File: src/rtl/sci_acc_pkg.sv
// Shared definitions for the SCE accelerator: operand field widths, requester ids
// and the core arbiter state encoding.
package sci_acc_pkg;

   localparam int NUM_MODE_BITS = 3;
   localparam int NUM_RES_BITS  = 4;
   localparam int IEEE_32BIT    = 32;

   typedef enum logic [0:0] {
      REQ_ROM  = 1'b0,
      REQ_HOST = 1'b1
   } req_id_t;

   typedef enum logic [0:0] {
      IDLE    = 1'b0,
      PRESENT = 1'b1
   } arb_state_t;

   function automatic req_id_t other_port(input req_id_t id);
      return (id == REQ_ROM) ? REQ_HOST : REQ_ROM;
   endfunction

endpackage

File: src/rtl/sci_acc_tag_fifo.sv
// In-order FIFO of 1-bit requester ids; a push and a pop in the same cycle are both
// honoured, including when the FIFO holds a single entry.
module sci_acc_tag_fifo
   import sci_acc_pkg::*;
#(
   parameter int DEPTH = 4
) (
   input  logic    clk,
   input  logic    reset_n,
   input  logic    push,
   input  logic    pop,
   input  req_id_t wr_id,
   output req_id_t rd_id,
   output logic    empty,
   output logic    full
);

   localparam int PTR_W = (DEPTH > 1) ? $clog2(DEPTH) : 1;
   localparam int CNT_W = $clog2(DEPTH) + 1;

   logic [DEPTH-1:0] mem_q, mem_d;
   logic [PTR_W-1:0] wr_ptr_q, wr_ptr_d;
   logic [PTR_W-1:0] rd_ptr_q, rd_ptr_d;
   logic [CNT_W-1:0] cnt_q, cnt_d;
   logic             do_push;
   logic             do_pop;

   assign empty   = (cnt_q == '0);
   assign full    = (cnt_q == CNT_W'(DEPTH));
   assign do_pop  = pop & ~empty;
   // A push into a full FIFO is accepted only when the head leaves in the same cycle.
   assign do_push = push & (~full | do_pop);
   assign rd_id   = req_id_t'(mem_q[rd_ptr_q]);

   always_comb begin
      mem_d    = mem_q;
      wr_ptr_d = wr_ptr_q;
      rd_ptr_d = rd_ptr_q;
      cnt_d    = cnt_q;
      if (do_push) begin
         mem_d[wr_ptr_q] = wr_id;
         wr_ptr_d        = wr_ptr_q + PTR_W'(1);
      end
      if (do_pop) begin
         rd_ptr_d = rd_ptr_q + PTR_W'(1);
      end
      case ({do_push, do_pop})
         2'b10:   cnt_d = cnt_q + CNT_W'(1);
         2'b01:   cnt_d = cnt_q - CNT_W'(1);
         default: cnt_d = cnt_q;
      endcase
   end

   always_ff @(posedge clk or negedge reset_n) begin
      if (!reset_n) begin
         mem_q    <= '0;
         wr_ptr_q <= '0;
         rd_ptr_q <= '0;
         cnt_q    <= '0;
      end else begin
         mem_q    <= mem_d;
         wr_ptr_q <= wr_ptr_d;
         rd_ptr_q <= rd_ptr_d;
         cnt_q    <= cnt_d;
      end
   end

endmodule

File: src/rtl/sci_acc_core_arbiter.sv
// Round-robin share of the compute core between the ROM DMA stream (port 0) and the
// host port (port 1), with outstanding-op back-pressure and in-order done routing.
module sci_acc_core_arbiter
   import sci_acc_pkg::*;
#(
   parameter int MAX_OUTST = 4,
   parameter int OUTST_W   = $clog2(MAX_OUTST) + 1
) (
   input  logic                     clk,
   input  logic                     reset_n,
   input  logic                     req0_vld,
   input  logic [NUM_MODE_BITS-1:0] req0_mode,
   input  logic [NUM_RES_BITS-1:0]  req0_res,
   input  logic [IEEE_32BIT-1:0]    req0_data,
   output logic                     req0_gnt,
   output logic                     req0_done,
   input  logic                     req1_vld,
   input  logic [NUM_MODE_BITS-1:0] req1_mode,
   input  logic [NUM_RES_BITS-1:0]  req1_res,
   input  logic [IEEE_32BIT-1:0]    req1_data,
   output logic                     req1_gnt,
   output logic                     req1_done,
   input  logic                     core_ready,
   input  logic                     core_pop,
   input  logic                     core_op_done,
   input  logic                     result_fifo_ready,
   output logic                     core_req_vld,
   output logic [NUM_MODE_BITS-1:0] core_req_mode,
   output logic [NUM_RES_BITS-1:0]  core_req_res,
   output logic [IEEE_32BIT-1:0]    core_req_data,
   output logic [OUTST_W-1:0]       outst_cnt,
   output logic                     err_spurious_done,
   output arb_state_t               dbg_state
);

   // Handshake: a requester raises reqX_vld with stable fields and holds them until
   // reqX_gnt; the core takes the presented packet in the cycle core_pop is high while
   // core_req_vld is high. Grant and done pulses are combinational, single-cycle.

   arb_state_t               state_q, state_d;
   req_id_t                  winner_q, winner_d;
   req_id_t                  rr_q, rr_d;
   req_id_t                  pick;
   logic [NUM_MODE_BITS-1:0] mode_q, mode_d;
   logic [NUM_RES_BITS-1:0]  res_q, res_d;
   logic [IEEE_32BIT-1:0]    data_q, data_d;
   logic [OUTST_W-1:0]       cnt_q, cnt_d;
   logic                     err_q, err_d;
   logic                     eligible;
   logic                     accept;
   logic                     done_ok;
   req_id_t                  tag_head;
   logic                     tag_empty;
   logic                     tag_full;

   assign eligible = (req0_vld | req1_vld) & core_ready & result_fifo_ready &
                     (cnt_q < OUTST_W'(MAX_OUTST)) & ~tag_full;
   assign accept   = (state_q == PRESENT) & core_pop;
   assign done_ok  = core_op_done & ~tag_empty;

   always_comb begin
      if (req0_vld & req1_vld) begin
         pick = rr_q;
      end else if (req1_vld) begin
         pick = REQ_HOST;
      end else begin
         pick = REQ_ROM;
      end
   end

   always_comb begin
      state_d  = state_q;
      winner_d = winner_q;
      rr_d     = rr_q;
      mode_d   = mode_q;
      res_d    = res_q;
      data_d   = data_q;
      case (state_q)
         IDLE: begin
            if (eligible) begin
               state_d  = PRESENT;
               winner_d = pick;
               mode_d   = (pick == REQ_HOST) ? req1_mode : req0_mode;
               res_d    = (pick == REQ_HOST) ? req1_res  : req0_res;
               data_d   = (pick == REQ_HOST) ? req1_data : req0_data;
            end
         end
         PRESENT: begin
            // The pointer moves on acceptance only, so a stalled winner keeps priority.
            if (core_pop) begin
               state_d = IDLE;
               rr_d    = other_port(winner_q);
            end
         end
         default: state_d = IDLE;
      endcase
   end

   always_comb begin
      case ({accept, done_ok})
         2'b10:   cnt_d = cnt_q + OUTST_W'(1);
         2'b01:   cnt_d = cnt_q - OUTST_W'(1);
         default: cnt_d = cnt_q;
      endcase
      err_d = err_q | (core_op_done & tag_empty);
   end

   always_ff @(posedge clk or negedge reset_n) begin
      if (!reset_n) begin
         state_q  <= IDLE;
         winner_q <= REQ_ROM;
         rr_q     <= REQ_ROM;
         mode_q   <= '0;
         res_q    <= '0;
         data_q   <= '0;
         cnt_q    <= '0;
         err_q    <= 1'b0;
      end else begin
         state_q  <= state_d;
         winner_q <= winner_d;
         rr_q     <= rr_d;
         mode_q   <= mode_d;
         res_q    <= res_d;
         data_q   <= data_d;
         cnt_q    <= cnt_d;
         err_q    <= err_d;
      end
   end

   sci_acc_tag_fifo #(
      .DEPTH (MAX_OUTST)
   ) u_tag_fifo (
      .clk     (clk),
      .reset_n (reset_n),
      .push    (accept),
      .pop     (core_op_done),
      .wr_id   (winner_q),
      .rd_id   (tag_head),
      .empty   (tag_empty),
      .full    (tag_full)
   );

   assign core_req_vld      = (state_q == PRESENT);
   assign core_req_mode     = mode_q;
   assign core_req_res      = res_q;
   assign core_req_data     = data_q;
   assign req0_gnt          = accept & (winner_q == REQ_ROM);
   assign req1_gnt          = accept & (winner_q == REQ_HOST);
   assign req0_done         = done_ok & (tag_head == REQ_ROM);
   assign req1_done         = done_ok & (tag_head == REQ_HOST);
   assign outst_cnt         = cnt_q;
   assign err_spurious_done = err_q;
   assign dbg_state         = state_q;

endmodule

File: config.mk
export PLATFORM = sky130hd
export DESIGN_NAME = sci_acc_core_arbiter
export DESIGN_NICKNAME = d
export VERILOG_FILES = /design/src/rtl/sci_acc_pkg.sv /design/src/rtl/sci_acc_tag_fifo.sv /design/src/rtl/sci_acc_core_arbiter.sv
export SDC_FILE = /design/constraint.sdc
export NUM_CORES = 1
export LEC_CHECK = 0
export ABC_AREA = 1
export BUFFER_PORTS_ARGS = -buffer_cell sky130_fd_sc_hd__buf_2
export CORE_MARGIN = 2
export CORE_UTILIZATION = 47
export DETAILED_ROUTE_END_ITERATION = 6
export HOLD_SLACK_MARGIN = 0.1
export PLACE_DENSITY_LB_ADDON = 0.1
export SYNTH_ARGS = -nofsm -noshare
export SYNTH_HDL_FRONTEND = slang
export SYNTH_SLANG_ARGS = --single-unit
File: constraint.sdc
create_clock -name clk -period 2.1 [get_ports clk]
set_input_delay 0.105 -clock clk [delete_from_list [all_inputs] [get_ports clk]]
set_output_delay 0.105 -clock clk [all_outputs]
set_load 0.05 [all_outputs]
==> Word-level counts from Yosys, hierarchy flattened <==
Cells that the tools add are included.
Widths: inputs -> output; s select.
{ "word_totals": {"regBits": 57, "wordCells": 70} }
{ "op_classes": {"addsub": 6, "magnitude_cmp": 4, "eq_ne": 5, "muxes": 16, "bitwise_logic": 21, "reduce_logical": 6} }
{ "ops": {"columns": ["op", "count"], "rows": [
  ["$mux 32", 1],
  ["$and 1x1->1", 13],
  ["$pmux 3 s2", 2],
  ["$mux 1", 7],
  ["$add 3x1->3 const B", 2],
  ["$lt 2x3->1 const B", 2],
  ["$sub 3x1->3 const B", 2],
  ["$not 1->1", 5],
  ["$add 2x1->2 const B", 2],
  ["$bwmux 4", 1],
  ["$eq 2x1->1 const B", 2],
  ["$eq 2x2->1 const B", 2],
  ["$mux 4", 1],
  ["$reduce_and 2->1", 2],
  ["$reduce_bool 2->1", 2],
  ["$eq 3x3->1 const B", 1],
  ["$logic_not 3->1", 1],
  ["$lt 3x3->1 const B", 1],
  ["$mux 3", 1],
  ["$or 1x1->1", 3],
  ["$bmux 1 s2", 1],
  ["$demux 1 s2", 1],
  ["$ge 2x1->1 const B", 1],
  ["$pmux 1 s2", 1],
  ["$logic_and 1x1->1", 1]
]} }

==> Depth between registers and ports, before layout <==
Gate-level depths: netlist (run 1).
{ "logic_depth": {"ltp_word": 7, "mapped_depth": 11} }

==> By module <==
A second synthesis (run 1) with hierarchy kept.
{ "hier_totals": {"hier_cells": 419, "hier_area_um2": 3104.2} }
{ "modules_own_cells": {"columns": ["mod", "n_inst", "cells_each", "area_each_um2", "seq_area_each_um2"], "rows": [
  ["sci_acc_core_arbiter", 1, 344, 2439.8, 1151.1],
  ["sci_acc_tag_fifo", 1, 75, 664.4, 275.3]
]} }

==> Worst setup path after synthesis (run 1) <==
Ideal clock, no wire load.
{ "synth_timing": {"path_kind": "reg2reg", "from": "register state_q, in the netlist core_req_vld", "to": "register u_tag_fifo.cnt_q[2]", "setup_time_ns": 0.123, "arrival_ns": 1.822, "t_required_ns": 1.977, "setup_slack_ns": 0.155, "path_stages_with_launch": 10, "path_buffers": 0, "path_cell_list": "dfrtp_1 nand2_1 inv_1 nand2_1 ha_1 inv_1 fa_1 nand2_1 nand3b_1 xor2_1"} }
{ "synth_between": {"elab_chain_cells": 4, "word_cells_on_any_way": 6} }
{ "synth_lines": {"columns": ["element", "line_no", "source"], "rows": [
  ["from (decl)", "sci_acc_core_arbiter.sv:40", "arb_state_t state_q, state_d;"],
  ["from (signal assigned)", "sci_acc_core_arbiter.sv:119", "state_q <= state_d;"],
  ["$and 1x1->1 *", "sci_acc_core_arbiter.sv:58", "assign accept = (state_q == PRESENT) & core_pop;"],
  ["$and 1x1->1 *", "sci_acc_tag_fifo.sv:32", "assign do_push = push & (~full | do_pop);"],
  ["$eq 2x1->1 / $eq 2x2->1 (equally long branches)", "sci_acc_tag_fifo.sv:47", "case ({do_push, do_pop})"],
  ["$pmux 3 s2 / $reduce_bool 2->1 (equally long branches)", null, null],
  ["to (signal assigned)", "sci_acc_tag_fifo.sv:64", "cnt_q <= cnt_d;"],
  ["to (decl)", "sci_acc_tag_fifo.sv:24", "logic [CNT_W-1:0] cnt_q, cnt_d;"]
]} }
Every way passes the cells marked *; elsewhere a longest branch is shown, timed or not.
A chain may end at the register's enable or synchronous reset.

==> Worst setup path after layout (run 1) <==
{ "layout_timing": {"from": "register u_tag_fifo.cnt_q[1]", "to": "register u_tag_fifo.cnt_q[2]"} }
{ "layout_between": {"elab_chain_cells": 7, "word_cells_on_any_way": 13} }
{ "layout_lines": {"columns": ["element", "line_no", "source"], "rows": [
  ["$logic_not 3->1", "sci_acc_tag_fifo.sv:28", "assign empty = (cnt_q == '0);"],
  ["$not 1->1", "sci_acc_tag_fifo.sv:30", "assign do_pop = pop & ~empty;"],
  ["$and 1x1->1", "sci_acc_tag_fifo.sv:30", null],
  ["$or 1x1->1", "sci_acc_tag_fifo.sv:32", null],
  ["$and 1x1->1", "sci_acc_tag_fifo.sv:32", null],
  ["$eq 2x1->1 / $eq 2x2->1 (equally long branches)", "sci_acc_tag_fifo.sv:47", null],
  ["$pmux 3 s2 / $reduce_bool 2->1 (equally long branches)", null, null]
]} }
Several ways; a longest one is shown, not always the timed one.

==> results of run 1 <==
## worst paths after layout
path	startpoint	slack (ns)	end	depth (start not counted)
min reg2reg	core_req_data[2]$_DFFE_PN0P_	0.47	core_req_data[2]$_DFFE_PN0P_	2
min	req1_data[4]	0.11	core_req_data[4]$_DFFE_PN0P_	5
max in group asynchronous	reset_n	1.22	core_req_data[12]$_DFFE_PN0P_	3
max reg2reg	u_tag_fifo.cnt_q[1]$_DFFE_PN0P_	0.26	u_tag_fifo.cnt_q[2]$_DFFE_PN0P_	9
max	u_tag_fifo.cnt_q[1]$_DFFE_PN0P_	0.26	u_tag_fifo.cnt_q[2]$_DFFE_PN0P_	9
min in group asynchronous	reset_n	0.30	u_tag_fifo.rd_ptr_q[1]$_DFFE_PN0P_	2
## flip-flops by register name (all words and copies together) (netlist names)
name and flops:
u_tag_fifo.wr_ptr_q 2, err_spurious_done 1, core_req_vld 1, winner_q 1
u_tag_fifo.mem_q 4, u_tag_fifo.rd_ptr_q 2, outst_cnt 3, core_req_data 32
u_tag_fifo.cnt_q 3, core_req_res 4, core_req_mode 3, rr_q 1
## synth_stat cells
library cell / n / area [sq um]
a21oi_1: 3 / 15.0
buf_4: 2 / 15.0
fa_1: 2 / 40.0
xor2_1: 3 / 26.3
buf_6: 1 / 11.3
clkbuf_1: 9 / 33.8
inv_1: 22 / 82.6
nor2_1: 8 / 30.0
buf_2: 11 / 55.1
dfrtp_1: 57 / 1430
nand3_1: 49 / 245
nand2_1: 235 / 882
nand4_1: 4 / 25.0
nand3b_1: 2 / 15.0
o21ai_0: 4 / 20.0
o21bai_1: 1 / 7.51
xnor2_1: 3 / 26.3
ha_1: 6 / 75.1
## placed cells by master, fill, tap and decap left out
master	n
ha_1	6
nand3_1	49
nand3b_1	2
clkinv_2	2
clkbuf_8	13
nor2_1	6
nand2_2	1
buf_2	134
o21bai_1	1
nand4_1	4
a21oi_1	3
inv_1	22
clkbuf_1	1
fa_1	2
nand2_1	234
buf_12	2
xnor2_1	3
xor2_1	3
o21ai_0	4
nor2_2	2
buf_4	8
dfrtp_1	57
dlygate4sd3_1	62
## final cells by class
| cell class | count | area [sq um] | area share [%] |
|---|---|---|---|
| multi-input cells | 320 | 1420 | 30.7 |
| repair buffers | 206 | 1390 | 30.2 |
| flip-flops and latches | 57 | 1430 | 31.0 |
| clock inverters | 2 | 10.0 | 0.217 |
| clock buffers | 14 | 183 | 3.97 |
| inverters | 22 | 82.6 | 1.79 |
| well taps | 77 | 96.3 | 2.09 |
## critical path: stages (launching register included)
cell	delay, ns
dfrtp_1	0.40
nor2_2	0.18
nand3_1	0.11
nand2_1	0.11
ha_1	0.18
inv_1	0.06
fa_1	0.37
nand2_1	0.08
nand3b_1	0.09
xor2_1	0.14
## through the flow
step	hold slack, ns	setup slack [ns]	instance area [sq um]
floorplan	-0.191	0.155	3030
global placement	0.129	0.234	3790
detailed placement	0.138	0.195	3790
CTS	0.102	0.169	4600
global route	0.129	0.0802	4600
finish	0.115	0.265	4600
## cells by family (layout without fill, tap and decap cells)
family	after synthesis	after routing	share of synthesized area, %
xor+xnor	6	6	1.73
fa+ha+maj	8	8	3.80
flops	57	57	47.0
buf+inv	45	244	6.52
compound gates	8	8	1.40
simple gates	298	298	39.5
## layer usage
metal	part of all wire (%)	global-route usage [%]	up-vias
li1	-	-	1691
met5	0	0	-
met2	49	43.4	134
met1	42	30.2	1519
met3	6.7	5.31	18
met4	2.4	10.9	0
## timing repair
item	CTS	global route
endpoints found under the hold margin	64	0
endpoints found under the setup margin	0	9
hold buffers	62	0
resized for setup	0	2
## power by group through the flow
stage                     registers, W  logic [W]  clock network [W]
after global routing           0.00203    0.00383            0.00104
after detailed placement       0.00195    0.00341                  0
final                          0.00196    0.00353           0.000963
after floorplan                0.00337    0.00113                  0
after CTS                      0.00195    0.00355           0.000985
after global placement         0.00194    0.00336                  0
==> out/qor.yml, run 1 <==
vias: 3362
period_share_pct: 87.4
crit_fanout: 4
fin_skew_ns: 0.00882
syn2layout_area_growth_pct: 51.9
synth.distinct_cells: 18
drtIter0Drc: 124
yosysWarnings: 0
initial_core_util_pct: 48.3
power_frac_seq_pct: 30.3
ios: 135
grt_pass1_vias: 3276
critPathKind: "flop to flop"
ctsHtreeMaxLevel: 3
clk_latency_ns: 0.33
dieArea_sq_um: 7110
grt_start_max_net_pins: 40
wl_microns: 8450
finalPower_w: 0.00645
grt_usage_pct: 25.1
num_rows: 29
power_switching_w: 0.00330
syn_area_per_cell_sq_um: 7.18
max_slew.worst_pin.slew_ns: 0.572
dp.cells: 620
rsz0062_at_grt: "false"
gp_congestion: 0.806
instances_no_fill: 698
dp_hpwl_microns: 5410
arrival_ns: 2.04
setup_tns_ns: 0
swShare_pct: 51.1
root_buffer: "clkbuf_8"
ant_nets: 0
syn_nets: 516
netlist_area_sq_um: 3030
p_int_w: 0.00316
ys_seq_area_share_pct: 47.0
syn_inst: 422
vdd_drop_max_mv: 0.918
drc_errors: 0
maxCapViolCount: 0
hold_violations: 0
cts.clk_slew.worst_paths_ns: 0.07
grt_antenna_before_repair: 0
die_x_microns: 84.3
timing.fmax_ghz: 0.545
status: "finished, final reports clean"
slew_violations: 0
overflow: 0
num_antenna_cells: 0
fin_nets: 710
power.share.clock_pct: 14.9
routedWlPerCell_microns: 12.1
via_per_inst: 4.82
utilization_pct: 73.4
max_slew_margin_pct: 61.9
p_leak_nw: 2.70
synth-seq-cells: 57
port_buffers: 134
drive_gt1_share_pct: 26.1
start_kind: "flop"
cts_made_buffers: 9
hold_path_class: "input pin to flop"
min_period_ns: 1.84
num-fill-cells: 492
crit_path_end_kind: "flop"
dr.pass1.iters: 4
cts_sinks: 57
die_h_microns: 84.3
cts_setup_buffers: 0
comb_power_share_pct: 54.8
required_ns: 2.31
core_area_sq_um: 6280
grt_pass1_wl_microns: 14400
cts_tree: "built"
p_per_area_nw_per_um2: 1400
setup_viol: 0
cts_buffer_depth: 2
No activity file was read; power rests on OpenSTA's default activity.
==> run 2: changes to the inputs <==
CORE_ASPECT_RATIO = 1.4   (was default)
==> out/qor.yml, run 2 (synthesis results as in run 1) <==
slowest_delay_ns: 0.40  # about the same
status: "finished, final reports clean"  # unchanged
comb_power_share_pct: 54.6  # was 54.8%
via_per_inst: 4.90  # was 4.82
num-fill-cells: 475  # was 492
dr.pass1.iters: 5  # was 4
layout_commonest_cell: "nand2_1"  # unchanged
port_buffers: 134  # unchanged
fin_nets: 713  # was 710
hold_end: "core_req_data[31]$_DFFE_PN0P_"  # was core_req_data[4]$_DFFE_PN0P_
setup_tns_ns: 0  # unchanged
critPathKind: "flop to flop"  # unchanged
power_frac_seq_pct: 30.0  # was 30.3%
gp_congestion: 0.827  # was 0.806
setup_viol: 0  # unchanged
drc_errors: 0  # unchanged
crit_fanout: 4  # unchanged
die_h_microns: 99.0  # was 84.3 microns
p_per_area_nw_per_um2: 1410  # was 1400 nW/um^2
r2r_slack_ns: 0.23  # was 0.26 ns
cts_buffer_depth: 2  # unchanged
final_cell_mix: "235 x nand2_1, 134 x buf_2, 64 x dlygate4sd3_1"  # was 234 x nand2_1, 134 x buf_2, 62 x dlygate4sd3_1
min_period_ns: 1.87  # was 1.84 ns
wl_microns: 8950  # was 8450 microns
maxCapViolCount: 0  # unchanged
hold_depth: 5  # unchanged
num_antenna_cells: 0  # unchanged
required_ns: 2.31  # about the same
root_buffer: "clkbuf_8"  # unchanged
cts_sinks: 57  # unchanged
grt_start_max_net_pins: 41  # was 40
cts_tree: "built"  # unchanged
min_from: "req1_data[31]"  # was req1_data[4]
cts_made_buffers: 9  # unchanged
syn2layout_area_growth_pct: 52.6  # was 51.9%
drive_gt1_share_pct: 26.0  # was 26.1%
num_rows: 34  # was 29
ios: 135  # unchanged
power.share.clock_pct: 15.4  # was 14.9%
pre_cts_ws_ns: 0.177  # was 0.195 ns
grt_usage_pct: 27.0  # was 25.1%
swShare_pct: 51.2  # was 51.1%
whs_ns: 0.112  # was 0.115 ns
hold_path_class: "input pin to flop"  # unchanged
fin_ws_ns: 0.233  # was 0.265 ns
cpMaxStageDelayCell: "dfrtp_1"  # unchanged
cp_num_buf_inv: 1  # unchanged
max_slew_margin_pct: 55.6  # was 61.9%
fin_skew_ns: 0.00688  # was 0.00882 ns
crit_path_end_kind: "flop"  # unchanged
critPathTopFamily: "simple AND/OR/NAND/NOR gates"  # unchanged
p_leak_nw: 2.71  # was 2.70 nW
max_slew.worst_pin.slew_ns: 0.667  # was 0.572 ns
ant_nets: 0  # unchanged
timing.fmax_ghz: 0.536  # was 0.545 GHz
arrival_ns: 2.08  # was 2.04 ns
path_cells: "nor2_2 -> nand3_1 -> nand2_1 -> ha_1 -> inv_1 -> fa_1 -> nand2_1 -> nand3b_1 -> xor2_1"  # unchanged
r2r-end: "u_tag_fifo.cnt_q[2]$_DFFE_PN0P_"  # unchanged
hold_violations: 0  # unchanged
core_area_sq_um: 6210  # was 6280 sq um
initial_core_util_pct: 48.8  # was 48.3%
period_share_pct: 88.9  # was 87.4%
reg2reg_depth: 9  # unchanged
clk_latency_ns: 0.33  # about the same
die_x_microns: 71.9  # was 84.3 microns
rsz0062_at_grt: "false"  # unchanged
power_switching_w: 0.00335  # was 0.00330 W
routedWlPerCell_microns: 12.9  # was 12.1 microns
grt_pass1_wl_microns: 15000  # was 14400 microns
p_int_w: 0.00319  # was 0.00316 W
drtIter0Drc: 129  # was 124
largest_register_ff_count: 32  # unchanged
start_kind: "flop"  # unchanged
cts.clk_slew.worst_paths_ns: 0.06  # was 0.07 ns
vias: 3411  # was 3362
cp_common_cell: "nand2_1"  # unchanged
slew_violations: 0  # unchanged
cts_setup_buffers: 0  # unchanged
ctsHtreeMaxLevel: 3  # unchanged
grt_pass1_vias: 3426  # was 3276
finalPower_w: 0.00654  # was 0.00645 W
grt_antenna_before_repair: 0  # unchanged
overflow: 0  # unchanged
crit-reg2reg-launch: "u_tag_fifo.cnt_q[1]$_DFFE_PN0P_"  # unchanged
dp_hpwl_microns: 5680  # was 5410 microns
vdd_drop_max_mv: 0.776  # was 0.918 mV
dieArea_sq_um: 7120  # was 7110 sq um
## run 2: cell count changes in the layout (fill, tap and decap cells not counted), sizes merged
cell         previous run  this run
clkbuf                 14        11
clkinvlp                0         2
dlygate4sd3            62        64
buf                   144       145
bufinv                  0         1
## run 2: tightest hold or removal path, stage by stage
cell	delay, ns
buf_2	0.08
nand3_1	0.06
nand2_1	0.06
nand2_1	0.04
nand2_1	0.05
## run 2: power by group through the flow
stage / combinational [W] / clock, W / sequential, W
after global placement: 0.00337 / 0 / 0.00196
after global routing: 0.00388 / 0.00108 / 0.00203
final: 0.00357 / 0.00101 / 0.00196
after detailed placement: 0.00343 / 0 / 0.00196
after CTS: 0.00358 / 0.00103 / 0.00196
after floorplan: 0.00113 / 0 / 0.00337
## run 2: worst max path at each step
stage                                                from                               to  slack, ns  cells past startpoint
after floorplan                    core_req_vld$_DFF_PN0_  u_tag_fifo.cnt_q[2]$_DFFE_PN0P_       0.15                      9
after global placement    u_tag_fifo.cnt_q[1]$_DFFE_PN0P_  u_tag_fifo.cnt_q[2]$_DFFE_PN0P_       0.25                      9
after detailed placement  u_tag_fifo.cnt_q[1]$_DFFE_PN0P_  u_tag_fifo.cnt_q[2]$_DFFE_PN0P_       0.18                      9
after CTS                 u_tag_fifo.cnt_q[1]$_DFFE_PN0P_  u_tag_fifo.cnt_q[2]$_DFFE_PN0P_       0.16                      9
final                     u_tag_fifo.cnt_q[1]$_DFFE_PN0P_  u_tag_fifo.cnt_q[2]$_DFFE_PN0P_       0.23                      9
after global routing      u_tag_fifo.cnt_q[0]$_DFFE_PN0P_  u_tag_fifo.cnt_q[2]$_DFFE_PN0P_       0.05                     10
## run 2: layout make-up
class,count,area [sq um],area share [%]
sequential,57,1430,30.8
timing repair buffer,209,1420,30.7
multi-input combinational,320,1410,30.5
clock buffer,11,141,3.06
tap,72,90.1,1.95
inverter,22,82.6,1.78
clock inverter,5,55.1,1.19
## run 2: per-stage QoR
stage                     util [%]  area, sq um  std cells
after floorplan                  -         3030        422
after global placement        61.0         3790        616
after detailed placement      61.0         3790        616
after CTS                     74.5         4620        696
after global routing          74.5         4630        696
final                         74.5         4630        696
## run 2: repair_timing
item                                    4_1_cts  5_1_grt
resized for setup                             0        1
hold endpoints to repair                     68        0
endpoints found under the setup margin        0        1
hold buffers                                 64        0
## run 2: routing by layer
layer	track usage [%]	up-vias	wire length, microns
li1	-	1692	-
met1	31.0	1565	3450
met2	47.3	126	4740
met3	4.81	28	470
met4	13.8	0	288
met5	0	-	0
